[src/rtl/distortion_ctrl.sv]
// distortion_ctrl: debounced toggle/up/down buttons drive an OFF/RAMP/ON/FADE_OUT gain ramp; outputs enable, gain_factor, target_gain, update, busy.
module distortion_ctrl #(
  parameter int GAIN_MAX        = 11,
  parameter int DEBOUNCE_CYCLES = 50000,
  parameter int RAMP_SAMPLES    = 64
) (
  input  logic        clk,
  input  logic        reset,
  input  logic        sample_valid,
  input  logic        btn_toggle,
  input  logic        btn_up,
  input  logic        btn_down,
  output logic        enable,
  output logic [11:0] gain_factor,
  output logic [11:0] target_gain,
  output logic        update,
  output logic        busy
);
  localparam int DW = $clog2(DEBOUNCE_CYCLES + 1);
  localparam int RW = $clog2(RAMP_SAMPLES + 1);
  localparam logic [11:0] GMAX = 12'(GAIN_MAX);
  typedef enum logic [1:0] {OFF, RAMP, ON, FADE_OUT} state_t;
  logic [2:0] btn, press;
  assign btn = {btn_down, btn_up, btn_toggle};
  for (genvar i = 0; i < 3; i++) begin : g_deb
    logic s1_q, s2_q, lvl_q, diff, acc;
    logic [DW-1:0] cnt_q;
    assign diff     = s2_q != lvl_q;
    assign acc      = diff && cnt_q == DW'(DEBOUNCE_CYCLES - 1);
    assign press[i] = acc & s2_q;
    always_ff @(posedge clk) begin
      if (reset) begin
        s1_q  <= 1'b0;
        s2_q  <= 1'b0;
        lvl_q <= 1'b0;
        cnt_q <= '0;
      end else begin
        s1_q  <= btn[i];
        s2_q  <= s1_q;
        cnt_q <= (!diff || acc) ? '0 : cnt_q + 1'b1;
        if (acc) lvl_q <= s2_q;
      end
    end
  end
  logic tog, up, dn, step;
  assign tog = press[0];
  assign up  = press[1] & ~press[2];
  assign dn  = press[2] & ~press[1];
  state_t state_q, state_d;
  logic en_q, en_d, upd_q, upd_d, busy_q, busy_d;
  logic [11:0] gain_q, gain_d, tgt_q, tgt_d;
  logic [RW-1:0] rcnt_q, rcnt_d, rcnt_inc;
  assign step     = sample_valid && rcnt_q == RW'(RAMP_SAMPLES - 1);
  assign rcnt_inc = sample_valid ? rcnt_q + 1'b1 : rcnt_q;
  always_comb begin
    state_d = state_q;
    en_d    = en_q;
    gain_d  = gain_q;
    rcnt_d  = rcnt_q;
    upd_d   = 1'b0;
    tgt_d   = up ? ((tgt_q == GMAX) ? tgt_q : tgt_q + 12'd1)
            : dn ? ((tgt_q == 12'd0) ? tgt_q : tgt_q - 12'd1) : tgt_q;
    case (state_q)
      OFF: if (tog) state_d = RAMP;
      RAMP:
        if (tog) state_d = FADE_OUT;
        else if (!en_q) begin
          en_d  = sample_valid;
          upd_d = sample_valid;
        end else if (gain_q == tgt_q) state_d = ON;
        else if (step) begin
          gain_d = gain_q < tgt_q ? gain_q + 12'd1 : gain_q - 12'd1;
          upd_d  = 1'b1;
          rcnt_d = '0;
        end else rcnt_d = rcnt_inc;
      ON: state_d = tog ? FADE_OUT : (gain_q != tgt_q) ? RAMP : ON;
      default:
        if (tog) state_d = RAMP;
        else if (gain_q == 12'd0) begin
          if (sample_valid) begin
            en_d    = 1'b0;
            upd_d   = 1'b1;
            state_d = OFF;
          end
        end else if (step) begin
          gain_d = gain_q - 12'd1;
          upd_d  = 1'b1;
          rcnt_d = '0;
        end else rcnt_d = rcnt_inc;
    endcase
    if (state_d != state_q) rcnt_d = '0;
    busy_d = state_d == RAMP || state_d == FADE_OUT;
  end
  always_ff @(posedge clk) begin
    if (reset) begin
      state_q <= OFF;
      en_q    <= 1'b0;
      gain_q  <= '0;
      tgt_q   <= 12'(GAIN_MAX / 2);
      rcnt_q  <= '0;
      upd_q   <= 1'b0;
      busy_q  <= 1'b0;
    end else begin
      state_q <= state_d;
      en_q    <= en_d;
      gain_q  <= gain_d;
      tgt_q   <= tgt_d;
      rcnt_q  <= rcnt_d;
      upd_q   <= upd_d;
      busy_q  <= busy_d;
    end
  end
  assign enable      = en_q;
  assign gain_factor = gain_q;
  assign target_gain = tgt_q;
  assign update      = upd_q;
  assign busy        = busy_q;
endmodule

[config.mk]
export PLATFORM = sky130hd
export DESIGN_NAME = distortion_ctrl
export DESIGN_NICKNAME = d
export VERILOG_FILES = /design/src/rtl/distortion_ctrl.sv
export SDC_FILE = /design/constraint.sdc
export NUM_CORES = 1
export LEC_CHECK = 0
export CORE_MARGIN = 2
export CORE_UTILIZATION = 55
export CTS_CLUSTER_DIAMETER = 80
export CTS_CLUSTER_SIZE = 12
export DETAILED_ROUTE_END_ITERATION = 7
export HOLD_SLACK_MARGIN = 0.03
export PLACE_DENSITY_LB_ADDON = 0.1
export SLEW_MARGIN = 20
export SYNTH_ARGS = -nofsm -noshare
export SYNTH_HDL_FRONTEND = slang
export SYNTH_SLANG_ARGS = --single-unit
export TNS_END_PERCENT = 1
[constraint.sdc]
create_clock -name clk -period 9.61 [get_ports clk]
set_input_delay 0.961 -clock clk [delete_from_list [all_inputs] [get_ports clk]]
set_output_delay 0.961 -clock clk [all_outputs]
set_load 0.02 [all_outputs]
After elaboration in Yosys (flattened, before gate mapping)
Index checks and enable logic that the tools add are counted.
- bitwise logic cells: 9
- add/subtract/negate cells: 8
- multiplexer cells: 45
- reductions and logical operators: 26
- magnitude comparators: 1
- equality and inequality tests: 20
- operators with widths (operator ; number):
    two-way mux 12 bit ; 12
    two-way mux 7 bit ; 7
    adder 16 x 1 -> 16 bit (second input constant) ; 3
    == test 16 bit (second input constant) ; 3
    adder 12 x 1 -> 12 bit (second input constant) ; 2
    logical NOT 12 bit ; 2
    one-hot mux 12 bit (2 select lines) ; 1
    subtractor 12 x 1 -> 12 bit (second input constant) ; 2
    two-way mux 2 bit ; 9
    one-hot mux 7 bit (2 select lines) ; 1
    == test 12 bit ; 1
    == test 12 x 4 -> 1 bit (second input constant) ; 1
    < comparator 12 bit ; 1
    two-way mux 1 bit ; 12
    inequality test 12 bit ; 1
    OR reduction 2 bit ; 5
    inequality test 2 bit (second input constant) ; 4
    adder 7 x 1 -> 7 bit (second input constant) ; 1
    == test 7 x 6 -> 1 bit (second input constant) ; 1
    one-hot mux 2 bit (3 select lines) ; 1
    AND reduction 6 bit ; 1
    nonzero test 2 bit ; 3
    AND 1 bit ; 5
    AND reduction 5 bit ; 1
    13 further kinds ; 29
- flip-flop bits (word level): 93
- word-level logic and storage cells: 128
- input bits: 6
- output and inout bits: 27

Logic depth before layout (Yosys ltp)
- word-level depth: 7
- mapped depth: 15
- mapped depth without buffers: 15

Worst setup path before layout
Ideal clock, no wire load.
- kind: register -> register
- from: reg g_deb[2].cnt_q[13]
- to: reg tgt_q[11] (netlist: target_gain[11])
- data required time: 9.539 ns
- arrival: 3.382 ns
- stages on the path, launching flop included: 14
- setup slack: 6.158 ns
- buffers on the path: 0
- period minus slack after synthesis: 3.452 ns
- library setup time: 0.071 ns
- path through: dfxtp_1 or4_1 nor4_1 nand3b_1 ha_1 inv_1 ha_1 a21oi_1 nor2b_1 or4_1 o22ai_1 xnor2_1 or3_1 a21oi_1
- cells in the longest elaborated chain, start to end: 7
- elaborated cells on any way between the ends: 11
- classes of those cells: eq/ne: 3; mux: 1; bitwise: 4; reduce/logical: 3
- RTL lines (what ; RTL line ; RTL):
    start: declaration ; 27 ; logic [DW-1:0] cnt_q;
    start signal: assignment ; 40 ; cnt_q <= (!diff || acc) ? '0 : cnt_q + 1'b1;
    == test 16 bit * ; 29 ; assign acc = diff && cnt_q == DW'(DEBOUNCE_CYCLES - 1);
    logical AND 1 bit * ; 29 ;
    AND 1 bit * ; 30 ; assign press[i] = acc & s2_q;
    NOT 1 bit ; 47 ; assign up = press[1] & ~press[2];
    AND 1 bit ; 47 ;
    inequality test 2 bit (no source line) or nonzero test 2 bit (tied branches) ; -- ;
    AND reduction 3 bit (no source line) ; -- ;
    end signal: assignment ; 99 ; tgt_q <= 12'(GAIN_MAX / 2);
    end signal: assignment ; 107 ; tgt_q <= tgt_d;
    end: declaration ; 51 ; logic [11:0] gain_q, gain_d, tgt_q, tgt_d;
Every way passes the cells marked *; elsewhere a longest branch is shown, timed or not.
A chain may end at the register's enable or synchronous reset.

Worst setup path after layout
- from: reg g_deb[2].cnt_q[13]
- to: reg tgt_q[10] (netlist: target_gain[10])
Same word-level chain as after synthesis.

==> impl_metrics.py <==
metrics = {
    "run_status": {
        "status": "finished, final reports clean",
    },
    "clock_network": {
        "insertion_delay_ns": 0.36,
        "cts.reportedPaths.clkPinSlew_ns": 0.09,
        "cts-buffers-inserted": 9,
        "cts.repair.resized": 0,
        "cts_tree": "done",
        "h-tree-depth": 3,
        "cts_setup_buffers": 0,
        "ctsHoldBuffers": 0,
        "root_buffer": "clkbuf_8",
        "clock-sinks": 93,
        "cts_buffer_depth": 2,
    },
    "flow_run": {
        "maxCapViolCount": 0,
    },
    "cells_and_area": {
        "fillers": 804,
        "layout_commonest_cell": "dfxtp_1",
        "drive_above_1_share_pct": 5.09,
        "fin_area_um2": 5800,
        "regArea_um2": 1860,
        "fin_nets": 680,
        "multi_input_area_um2": 3170,
        "n_antenna_cell": 0,
        "synthToLayoutAreaGrowth_pct": 11.2,
        "layout_common_cells": "93 x dfxtp_1, 81 x nor2_1, 48 x nand2_1",
        "finish.utilization_pct": 62.8,
    },
    "logic_synthesis": {
        "syn_area_per_cell_um2": 8.39,
        "synth_ff_type": "dfxtp_1",
        "syn_inst": 622,
        "yosys_warnings": 0,
        "synth_top_family_by_area": "simple AND/OR/NAND/NOR gates",
        "ys_ff_latch": 93,
        "synth.area.mux_share_pct": 2.83,
        "yosysSeqAreaShare_pct": 35.7,
        "ys_async_sr_fraction_pct": 0,
        "synth_top_cell_by_area": "dfxtp_1",
        "synthSimpleGateAreaFrac_pct": 29.0,
        "synth_edf_count": 0,
        "synth_area_leaders": "dfxtp_1 36%, ha_1 7.0%, nor2_1 5.8%",
        "synth-adder-area-share_pct": 7.34,
        "synth_compound_area_share_pct": 12.4,
        "synth.distinct_cells": 61,
        "synth_nets": 658,
        "synth_xor_area_share_pct": 9.07,
        "synth_top_area_share_pct": 35.7,
        "synth_area_um2": 5220,
    },
    "placement": {
        "port_buffers": 32,
        "dp_hpwl_um": 7700,
        "gp_congestion": 0.857,
        "dpl_cell_area_um2": 5600,
    },
    "sta": {
        "fmax_mhz": 253,
        "max-slew-margin-rel_pct": 29.6,
        "final.setup_skew_ns": 0.0129,
        "drv_slew": 0,
        "rsz0062_at_grt": "false",
        "tightest_slew_ns": 1.06,
        "finalHoldViolCount": 0,
        "fin_tns_setup_ns": 0,
        "setup_viol": 0,
        "fin_crit_ns": 3.95,
        "finalCritPeriodShare_pct": 41.1,
    },
    "grt": {
        "grt_max_degree": 61,
        "gr-usage-all-layers_pct": 22.1,
        "antenna_found_initial": 0,
        "grt_pass1_vias": 3934,
        "gr-total-overflow": 0,
        "grt_pass1_wl_um": 18500,
    },
    "route": {
        "drc": 0,
        "first_pass_iters": 5,
        "vias_per_cell": 5.82,
        "first_iter_violations": 221,
        "vias": 4524,
        "wl_per_cell_um": 14.1,
        "wirelength_um": 10900,
        "ant_nets": 0,
    },
    "die": {
        "rows": 35,
        "initial_core_util_pct": 56.5,
        "die_w_um": 101,
        "die_height_um": 101,
        "dieArea_um2": 10300,
        "placeableCoreArea_um2": 9240,
        "ios": 33,
    },
    "critical_path": {
        "crit_arrival_ns": 4.16,
        "crit_type": "flip-flop to flip-flop",
        "cp.required_ns": 9.81,
        "crit_path_max_fanout": 11,
        "endpoint_kind": "flip-flop",
        "cp-start-kind": "flip-flop",
    },
    "power_and_ir_drop": {
        "leakagePower_uw": 0.00216,
        "pwr_density_cell_nw_per_um2": 115,
        "peakVddDrop_mv": 0.0815,
    },
    "hold_path": {
        "hold_class": "flip-flop to flip-flop",
    },
}
## cells in the mapped netlist, drive strengths merged, types with 6 or more instances
master	number
or3	15
nor2	81
mux2i	8
or4	6
and4	6
nand2	48
nor2b	16
dfxtp	93
xor2	31
nand4	20
ha	29
and3	22
clkbuf	18
a21o	8
xnor2	23
o21ai	14
mux2	6
nand3	29
inv	23
nor3	20
a21oi	30
## through the flow
step | power [uW] | worst slack [ns] | hold WS (ns) | std cells
after floorplan | 404 | 6.16 | 0.413 | 622
after global placement | 408 | 5.83 | 0.419 | 762
after detailed placement | 408 | 5.69 | 0.427 | 762
after CTS | 673 | 5.66 | 0.452 | 777
after global routing | 694 | 5.26 | 0.463 | 777
final | 666 | 5.66 | 0.447 | 777
## path summary, 6_finish.rpt
path	slack, ns	cells after the start	end	startpoint
max	5.66	13	target_gain[10]	g_deb[2].cnt_q[13]
min	0.45	1	g_deb[0].cnt_q[0]	g_deb[0].cnt_q[0]
max reg2reg	5.66	13	target_gain[10]	g_deb[2].cnt_q[13]
min reg2reg	0.45	1	g_deb[0].cnt_q[0]	g_deb[0].cnt_q[0]
## state kept, by name, indices dropped and copies added, names as in the netlist
register	flops
update	1
target_gain	12
g_deb.cnt_q	48
g_deb.s1_q	3
state_q	2
g_deb.lvl_q	3
g_deb.s2_q	3
gain_factor	12
rcnt_q	7
busy	1
enable	1
## metal layers
metal | track usage, % | vias to the layer above | part of all wire (%)
met2 | 33.9 | 115 | 44
met5 | 0 | - | 0
li1 | - | 2276 | -
met3 | 3.86 | 14 | 5.1
met4 | 6.65 | 0 | 1.2
met1 | 31.9 | 2119 | 49
## kinds of logic (layout without fill, tap and decap cells)
logic type,count (synthesis),count (layout)
simple gates,292,292
compound gates,94,94
flops,93,93
xor+xnor,54,54
buf+inv,45,71
fa+ha+maj,30,30
mux,14,14
## area by class of cell
class                           instances  share of cell area (%)
Inverter                               23                    1.49
Sequential cell                        93                    32.1
Clock buffer                            9                    2.14
Timing Repair Buffer                   33                    5.56
Clock inverter                          6                    1.23
Multi-Input combinational cell        484                    54.7
Tap cell                              129                    2.78
## power by group
part	internal, uW	switching [uW]
Combinational	4.01	7.42
Sequential	387	0.862
Clock	122	145
## worst max-delay path, cell delays in order, from the launching register on
cell and delay (ns):
dfxtp_1 0.34, or4_1 0.53, nor4_1 0.48, nand3b_1 0.16
ha_1 0.26, inv_1 0.32, ha_1 0.36, a21o_1 0.19
a21o_1 0.19, a21oi_1 0.18, o21ai_0 0.17, a41oi_1 0.28
mux2i_1 0.21, o311ai_0 0.13
No activity file was read; power rests on OpenSTA's default activity.
